[src/rtl/bus_dma_arbiter_if.sv]
// Bus bundle between the RAM arbiter and its CPU, DMA-channel and RAM neighbours.
// The slave modport is the arbiter's view; master is the surrounding system.
interface bus_dma_arbiter_if #(
    parameter int unsigned NCHAN  = 4,
    parameter int unsigned ADDR_W = 18,
    parameter int unsigned DATA_W = 16
);
    logic                      bus_arbitrate;
    logic [ADDR_W-1:0]         cpu_addr;
    logic [DATA_W-1:0]         cpu_data;
    logic                      cpu_rd;
    logic                      cpu_wr;
    logic                      cpu_byte_op;
    logic                      bus_ack;
    logic [NCHAN-1:0]          dma_req;
    logic [NCHAN-1:0]          dma_ack;
    logic [NCHAN-1:0]          dma_rd;
    logic [NCHAN-1:0]          dma_wr;
    logic [NCHAN*ADDR_W-1:0]   dma_addr;
    logic [NCHAN*DATA_W-1:0]   dma_data;
    logic [15:0]               ram_addr;
    logic [DATA_W-1:0]         ram_data_in;
    logic                      ram_ce_n;
    logic                      ram_we_n;
    logic                      ram_byte_op;

    modport slave (
        input  bus_arbitrate, cpu_addr, cpu_data, cpu_rd, cpu_wr, cpu_byte_op,
        input  dma_req, dma_rd, dma_wr, dma_addr, dma_data,
        output bus_ack, dma_ack, ram_addr, ram_data_in, ram_ce_n, ram_we_n, ram_byte_op
    );

    modport master (
        output bus_arbitrate, cpu_addr, cpu_data, cpu_rd, cpu_wr, cpu_byte_op,
        output dma_req, dma_rd, dma_wr, dma_addr, dma_data,
        input  bus_ack, dma_ack, ram_addr, ram_data_in, ram_ce_n, ram_we_n, ram_byte_op
    );
endinterface

[src/rtl/bus_dma_arbiter.sv]
// RAM port arbiter: CPU owns the port by default; DMA channels win it round-robin
// for bounded bursts, and every grant returns through a one-cycle turnaround.
module bus_dma_arbiter #(
    parameter int unsigned NCHAN  = 4,
    parameter int unsigned BURST  = 4,
    parameter int unsigned ADDR_W = 18,
    parameter int unsigned DATA_W = 16
) (
    input  logic                 clk,
    input  logic                 reset_n,
    bus_dma_arbiter_if.slave     bus
);
    localparam int unsigned CW     = (NCHAN > 1) ? $clog2(NCHAN) : 1;
    localparam int unsigned BW     = 4;
    localparam int unsigned RAM_AW = 16;
    localparam logic [BW-1:0] BEAT_LAST = BW'(BURST - 1);
    localparam logic [BW-1:0] BEAT_MAX  = BW'(BURST);
    localparam logic [CW-1:0] CHAN_LAST = CW'(NCHAN - 1);

    typedef enum logic [1:0] {
        ST_IDLE = 2'd0,
        ST_DMA  = 2'd1,
        ST_TURN = 2'd2
    } state_e;

    state_e          state_q, state_d;
    logic [CW-1:0]   cur_q,   cur_d;
    logic [CW-1:0]   last_q,  last_d;
    logic [BW-1:0]   beat_q,  beat_d;

    logic [CW-1:0]     pick_c;
    logic              sel_req_c;
    logic              sel_rd_c;
    logic              sel_wr_c;
    logic              sel_beat_c;
    logic [ADDR_W-1:0] sel_addr_c;
    logic [DATA_W-1:0] sel_data_c;

    // Next channel after last: lowest requester above last, else lowest overall.
    always_comb begin
        logic [CW-1:0] hi_pick;
        logic [CW-1:0] lo_pick;
        logic          hi_any;
        hi_pick = '0;
        lo_pick = '0;
        hi_any  = 1'b0;
        for (int i = NCHAN - 1; i >= 0; i--) begin
            if (bus.dma_req[i]) begin
                lo_pick = CW'(i);
                if (CW'(i) > last_q) begin
                    hi_pick = CW'(i);
                    hi_any  = 1'b1;
                end
            end
        end
        pick_c = hi_any ? hi_pick : lo_pick;
    end

    // Signals of the channel currently selected by cur.
    always_comb begin
        sel_req_c  = 1'b0;
        sel_rd_c   = 1'b0;
        sel_wr_c   = 1'b0;
        sel_addr_c = '0;
        sel_data_c = '0;
        for (int i = 0; i < NCHAN; i++) begin
            if (cur_q == CW'(i)) begin
                sel_req_c  = bus.dma_req[i];
                sel_rd_c   = bus.dma_rd[i];
                sel_wr_c   = bus.dma_wr[i];
                sel_addr_c = bus.dma_addr[i*ADDR_W +: ADDR_W];
                sel_data_c = bus.dma_data[i*DATA_W +: DATA_W];
            end
        end
        sel_beat_c = sel_rd_c | sel_wr_c;
    end

    always_ff @(posedge clk or negedge reset_n) begin
        if (!reset_n) begin
            state_q <= ST_IDLE;
            cur_q   <= '0;
            last_q  <= CHAN_LAST;
            beat_q  <= '0;
        end else begin
            state_q <= state_d;
            cur_q   <= cur_d;
            last_q  <= last_d;
            beat_q  <= beat_d;
        end
    end

    always_comb begin
        state_d         = state_q;
        cur_d           = cur_q;
        last_d          = last_q;
        beat_d          = beat_q;
        bus.bus_ack     = 1'b0;
        bus.dma_ack     = '0;
        bus.ram_addr    = bus.cpu_addr[RAM_AW-1:0];
        bus.ram_data_in = bus.cpu_data;
        bus.ram_ce_n    = 1'b1;
        bus.ram_we_n    = 1'b1;
        bus.ram_byte_op = 1'b0;

        unique case (state_q)
            ST_IDLE: begin
                bus.bus_ack     = 1'b1;
                bus.ram_ce_n    = ~(bus.cpu_rd | bus.cpu_wr);
                bus.ram_we_n    = ~bus.cpu_wr;
                bus.ram_byte_op = bus.cpu_byte_op;
                if (bus.bus_arbitrate && (|bus.dma_req)) begin
                    state_d = ST_DMA;
                    cur_d   = pick_c;
                    last_d  = pick_c;
                    beat_d  = '0;
                end
            end
            ST_DMA: begin
                bus.dma_ack     = NCHAN'(1) << cur_q;
                bus.ram_addr    = sel_addr_c[RAM_AW-1:0];
                bus.ram_data_in = sel_data_c;
                bus.ram_ce_n    = ~sel_beat_c;
                bus.ram_we_n    = ~sel_wr_c;
                if (sel_beat_c && (beat_q != BEAT_MAX)) begin
                    beat_d = beat_q + BW'(1);
                end
                // Final beat and a dropped request both end the grant in one step.
                if ((sel_beat_c && (beat_q == BEAT_LAST)) || !sel_req_c) begin
                    state_d = ST_TURN;
                end
            end
            ST_TURN: begin
                state_d = ST_IDLE;
            end
            default: begin
                state_d = ST_IDLE;
            end
        endcase

        // Keep RAM deselected while reset is held, whatever the CPU drives.
        if (!reset_n) begin
            bus.ram_ce_n = 1'b1;
            bus.ram_we_n = 1'b1;
        end
    end

    if (ADDR_W > RAM_AW) begin : g_addr_hi
        logic unused_addr_hi;
        assign unused_addr_hi = ^{bus.cpu_addr[ADDR_W-1:RAM_AW], sel_addr_c[ADDR_W-1:RAM_AW]};
    end
endmodule

[src/flat_wrapper.sv]
// flat-port wrapper written by rule: the top's interface ports become plain ports
module bus_dma_arbiter_flat 
#(
    parameter int unsigned NCHAN  = 4,
    parameter int unsigned BURST  = 4,
    parameter int unsigned ADDR_W = 18,
    parameter int unsigned DATA_W = 16
)
  (clk, reset_n, bus_bus_arbitrate, bus_cpu_addr, bus_cpu_data, bus_cpu_rd, bus_cpu_wr, bus_cpu_byte_op, bus_dma_req, bus_dma_rd, bus_dma_wr, bus_dma_addr, bus_dma_data, bus_bus_ack, bus_dma_ack, bus_ram_addr, bus_ram_data_in, bus_ram_ce_n, bus_ram_we_n, bus_ram_byte_op);
  bus_dma_arbiter_if #(.NCHAN(NCHAN), .ADDR_W(ADDR_W), .DATA_W(DATA_W)) bus_i ();
  input  logic clk;
  input  logic reset_n;
  input wire logic [$bits(bus_i.bus_arbitrate)-1:0] bus_bus_arbitrate;
  input wire logic [$bits(bus_i.cpu_addr)-1:0] bus_cpu_addr;
  input wire logic [$bits(bus_i.cpu_data)-1:0] bus_cpu_data;
  input wire logic [$bits(bus_i.cpu_rd)-1:0] bus_cpu_rd;
  input wire logic [$bits(bus_i.cpu_wr)-1:0] bus_cpu_wr;
  input wire logic [$bits(bus_i.cpu_byte_op)-1:0] bus_cpu_byte_op;
  input wire logic [$bits(bus_i.dma_req)-1:0] bus_dma_req;
  input wire logic [$bits(bus_i.dma_rd)-1:0] bus_dma_rd;
  input wire logic [$bits(bus_i.dma_wr)-1:0] bus_dma_wr;
  input wire logic [$bits(bus_i.dma_addr)-1:0] bus_dma_addr;
  input wire logic [$bits(bus_i.dma_data)-1:0] bus_dma_data;
  output wire logic [$bits(bus_i.bus_ack)-1:0] bus_bus_ack;
  output wire logic [$bits(bus_i.dma_ack)-1:0] bus_dma_ack;
  output wire logic [$bits(bus_i.ram_addr)-1:0] bus_ram_addr;
  output wire logic [$bits(bus_i.ram_data_in)-1:0] bus_ram_data_in;
  output wire logic [$bits(bus_i.ram_ce_n)-1:0] bus_ram_ce_n;
  output wire logic [$bits(bus_i.ram_we_n)-1:0] bus_ram_we_n;
  output wire logic [$bits(bus_i.ram_byte_op)-1:0] bus_ram_byte_op;
  assign bus_i.bus_arbitrate = bus_bus_arbitrate;
  assign bus_i.cpu_addr = bus_cpu_addr;
  assign bus_i.cpu_data = bus_cpu_data;
  assign bus_i.cpu_rd = bus_cpu_rd;
  assign bus_i.cpu_wr = bus_cpu_wr;
  assign bus_i.cpu_byte_op = bus_cpu_byte_op;
  assign bus_i.dma_req = bus_dma_req;
  assign bus_i.dma_rd = bus_dma_rd;
  assign bus_i.dma_wr = bus_dma_wr;
  assign bus_i.dma_addr = bus_dma_addr;
  assign bus_i.dma_data = bus_dma_data;
  assign bus_bus_ack = bus_i.bus_ack;
  assign bus_dma_ack = bus_i.dma_ack;
  assign bus_ram_addr = bus_i.ram_addr;
  assign bus_ram_data_in = bus_i.ram_data_in;
  assign bus_ram_ce_n = bus_i.ram_ce_n;
  assign bus_ram_we_n = bus_i.ram_we_n;
  assign bus_ram_byte_op = bus_i.ram_byte_op;
  bus_dma_arbiter #(.NCHAN(NCHAN), .BURST(BURST), .ADDR_W(ADDR_W), .DATA_W(DATA_W)) u_core (.clk(clk), .reset_n(reset_n), .bus(bus_i));
endmodule
[config.mk]
export PLATFORM = sky130hd
export DESIGN_NAME = bus_dma_arbiter_flat
export DESIGN_NICKNAME = d
export VERILOG_FILES = /design/src/rtl/bus_dma_arbiter_if.sv /design/src/rtl/bus_dma_arbiter.sv /design/src/flat_wrapper.sv
export SDC_FILE = /design/constraint.sdc
export NUM_CORES = 1
export LEC_CHECK = 0
export ABC_AREA = 1
export CAP_MARGIN = 5
export CORE_AREA = 2 2 87 89
export CTS_BUF_LIST = sky130_fd_sc_hd__clkbuf_4
export DETAILED_ROUTE_END_ITERATION = 8
export DIE_AREA = 0 0 89 91
export GPL_TIMING_DRIVEN = 0
export MAX_ROUTING_LAYER = met4
export PLACE_DENSITY_LB_ADDON = 0.1
export SLEW_MARGIN = 0
export SYNTH_ARGS = -nofsm -noshare
export SYNTH_HDL_FRONTEND = slang
export SYNTH_SLANG_ARGS = --single-unit
[constraint.sdc]
create_clock -name clk -period 4.1 [get_ports clk]
set_input_delay 0.82 -clock clk [delete_from_list [all_inputs] [get_ports clk]]
set_output_delay 0.82 -clock clk [all_outputs]
set_load 0.005 [all_outputs]
==> results.toml <==
[run_status]
status = "completed"

[clock_tree]
cts_sinks = 10
holdBufCountCts = 0
post_cts_resized = 0
htreeDepth = 1
cts_tree = "done"
cts_setup_buffers = 0
cts_root_buf = "clkbuf_4"
path_clk_slew_ps = 70
cts_inserted_buffers = 3
cts_buffer_depth = 2
clk_latency_ps = 270

[synthesis]
yosysUniqueCellTypes = 31
syn_inst = 294
syn_area_sq_um = 1750
ys_seq_area_share_pct = 14.5
synthArstFlopShare_pct = 100
synth-edff-count = 0
yosys_register_bits = 10
avgSynthCellArea_sq_um = 5.94
synth_ff_type = "dfrtp_1"
synthesis.nets = 484
ys.warnings.count = 0

[final_layout]
fin_nets = 706
antenna_cells = 0
area_delta_synth_final_pct = 133
multi_input_area_sq_um = 1290
regArea_sq_um = 253
final_util_pct = 57.0
layout-drive-gt1-share_pct = 6.99
fill_cells = 704
instances_no_fill = 614

[sta]
setup_viol = 0
tns_ps = 0
worst_pin_slew_ps = 560
clock_skew_ps = 8.84
hold_viol_final = 0
min_period_over_period_pct = 77.6
timing.hold.ws_ps = 518
fmax_ghz = 0.314
relSlewSlack_pct = 62.5
rsz0062_at_grt = "no"
slew_violations = 0
period_minus_slack_ps = 3180

[die]
die_h_microns = 91
rows = 31
die_w_microns = 89
dieArea_sq_um = 8100
initial_core_util_pct = 24.5
fp.coreArea_sq_um = 7140
ios = 228

[global_routing]
antenna_found_initial = 0
grt_pass1_vias = 2859
grt_first_pass_wirelength_microns = 16000
grt_max_degree = 13
grt_overflow_total = 0
grt_usage_pct = 26.0

[power_and_ir_drop]
p_per_area_nw_per_um2 = 476
p_leak_nw = 1.58
p_total_w = 0.00194
peakVddDrop_uv = 275

[worst_setup_path]
rr_startpoint = "u_core.cur_q[1]"
r2r_slack_ps = 2590
rr_worst_depth = 7
r2r_end = "u_core.state_q[1]"
crit_path_start = "u_core.cur_q[1]"
crit_path_start_kind = "register"
arrival_ps = 2360
cp_cell_sequence = "buf_6, nor2_1, buf_2, nand2_1, a41oi_1, clkdlybuf4s50_1"
crit_fanout = 10
cpPeakStageDelay_ps = 580
path_class = "register to output port"
cp-end-kind = "output port"
cp-endpoint = "bus_ram_data_in[4]"
worst_path_max_delay_cell = "clkdlybuf4s50_1"
required_ps = 3280

[drt]
drc = 0
vias = 3098
avgRoutedWirePerCell_microns = 18.0
route.antenna.remaining_nets = 0
dr.pass1.iters = 5
drt-initial-drc-count = 114
wirelength_microns = 11000
via_per_inst = 5.05

[placement]
dp.cells = 610
hpwl_microns = 9080
io_buffers = 217
routabilityCongestion = 0.855

[flow_run]
drv_cap = 0

[hold_path]
hold_class = "register to register"
[sequential cells by signal, indices dropped and copies added (netlist names)]
| name | flops |
|---|---|
| u_core.last_q | 2 |
| u_core.state_q | 2 |
| u_core.beat_q | 4 |
| u_core.cur_q | 2 |
[how the worst min path moves through the flow]
stage	start	to	cells past startpoint
3_5_place_dp	u_core.last_q[0]	u_core.last_q[0]	2
3_3_place_gp	u_core.last_q[0]	u_core.last_q[0]	2
5_1_grt	u_core.last_q[0]	u_core.last_q[0]	2
6_report	u_core.last_q[0]	u_core.last_q[0]	2
2_1_floorplan	u_core.last_q[0]	u_core.last_q[0]	2
4_1_cts	u_core.last_q[0]	u_core.last_q[0]	2
[cells in the final DEF (no fill, tap or decap), drive strengths merged]
cell	instances
a21oi	6
a31oi	4
a41oi	28
buf	20
clkbuf	5
clkdlybuf4s50	217
clkinv	1
dfrtp	8
dfstp	2
ha	2
inv	20
nand2	110
nand3	13
nand3b	1
nor2	15
nor3	1
o2111ai	1
o21a	1
o21ai	22
o22ai	34
or2	2
xnor2	1
xor2	1
[cell type report]
cell class | instances | share of cell area, %
plain buffers | 22 | 3.14
clock buffers | 3 | 0.554
clock inverters | 1 | 0.0923
inverters | 20 | 1.85
multi-input cells | 242 | 31.7
flip-flops and latches | 10 | 6.21
well taps | 99 | 3.04
repair buffers | 217 | 53.4
[through the flow]
stage	cell area (sq um)	setup WS, ps
6_report	4070	917
5_1_grt	4070	771
4_1_cts	4070	922
3_5_place_dp	4040	968
3_3_place_gp	4040	944
2_1_floorplan	1750	1940
[logic make-up (layout without fill, tap and decap cells)]
group | Yosys count | in the layout | synth area share (%)
and+or+nand+nor | 142 | 142 | 34.9
AOI/OAI and AO/OA | 96 | 96 | 36.6
buffers and inverters | 42 | 263 | 11.6
DFF | 10 | 10 | 14.5
adders and majority gates | 2 | 2 | 1.43
xor gates and xnor gates | 2 | 2 | 1.00
[synthesized netlist by cell type (2+ instances only)]
library cell,number,share of area [%]
o21ai_0,22,6.3
ha_1,2,1.4
nand2_4,3,1.9
o22ai_1,34,12
clkbuf_1,2,0.43
buf_2,12,3.4
buf_4,6,2.6
dfrtp_1,8,11
nand2_1,106,23
a41oi_1,28,14
nor2_2,2,0.72
a21oi_1,6,1.7
a31oi_1,4,1.4
nor2_1,12,2.6
nand3_1,12,3.4
dfstp_2,2,3.0
inv_1,16,3.4
inv_2,4,0.86
[layer usage]
metal / up-vias / track usage [%] / share of wire, %
met3: 14 / 5.45 / 10
li1: 1496 / - / -
met1: 1437 / 32.1 / 40
met2: 151 / 43.5 / 48
met5: - / - / 0
met4: 0 / 5.35 / 1.5
[critical path, delay by kind of cell (launching register included)]
kind                   cells  cell delay [ps]
flip-flops                 1              410
AND/OR/NAND/NOR            2              310
buffers and inverters      3             1010
AO/OA/AOI/OAI              1              360
[power breakdown]
| part | switching (W) | internal, W |
|---|---|---|
| clock | 0.0000347 | 0.0000352 |
| sequential | 0.0000270 | 0.000142 |
| combinational | 0.000872 | 0.000825 |
| total | 0.000934 | 0.00100 |
Note: power is estimated with default switching activity, not from simulation.
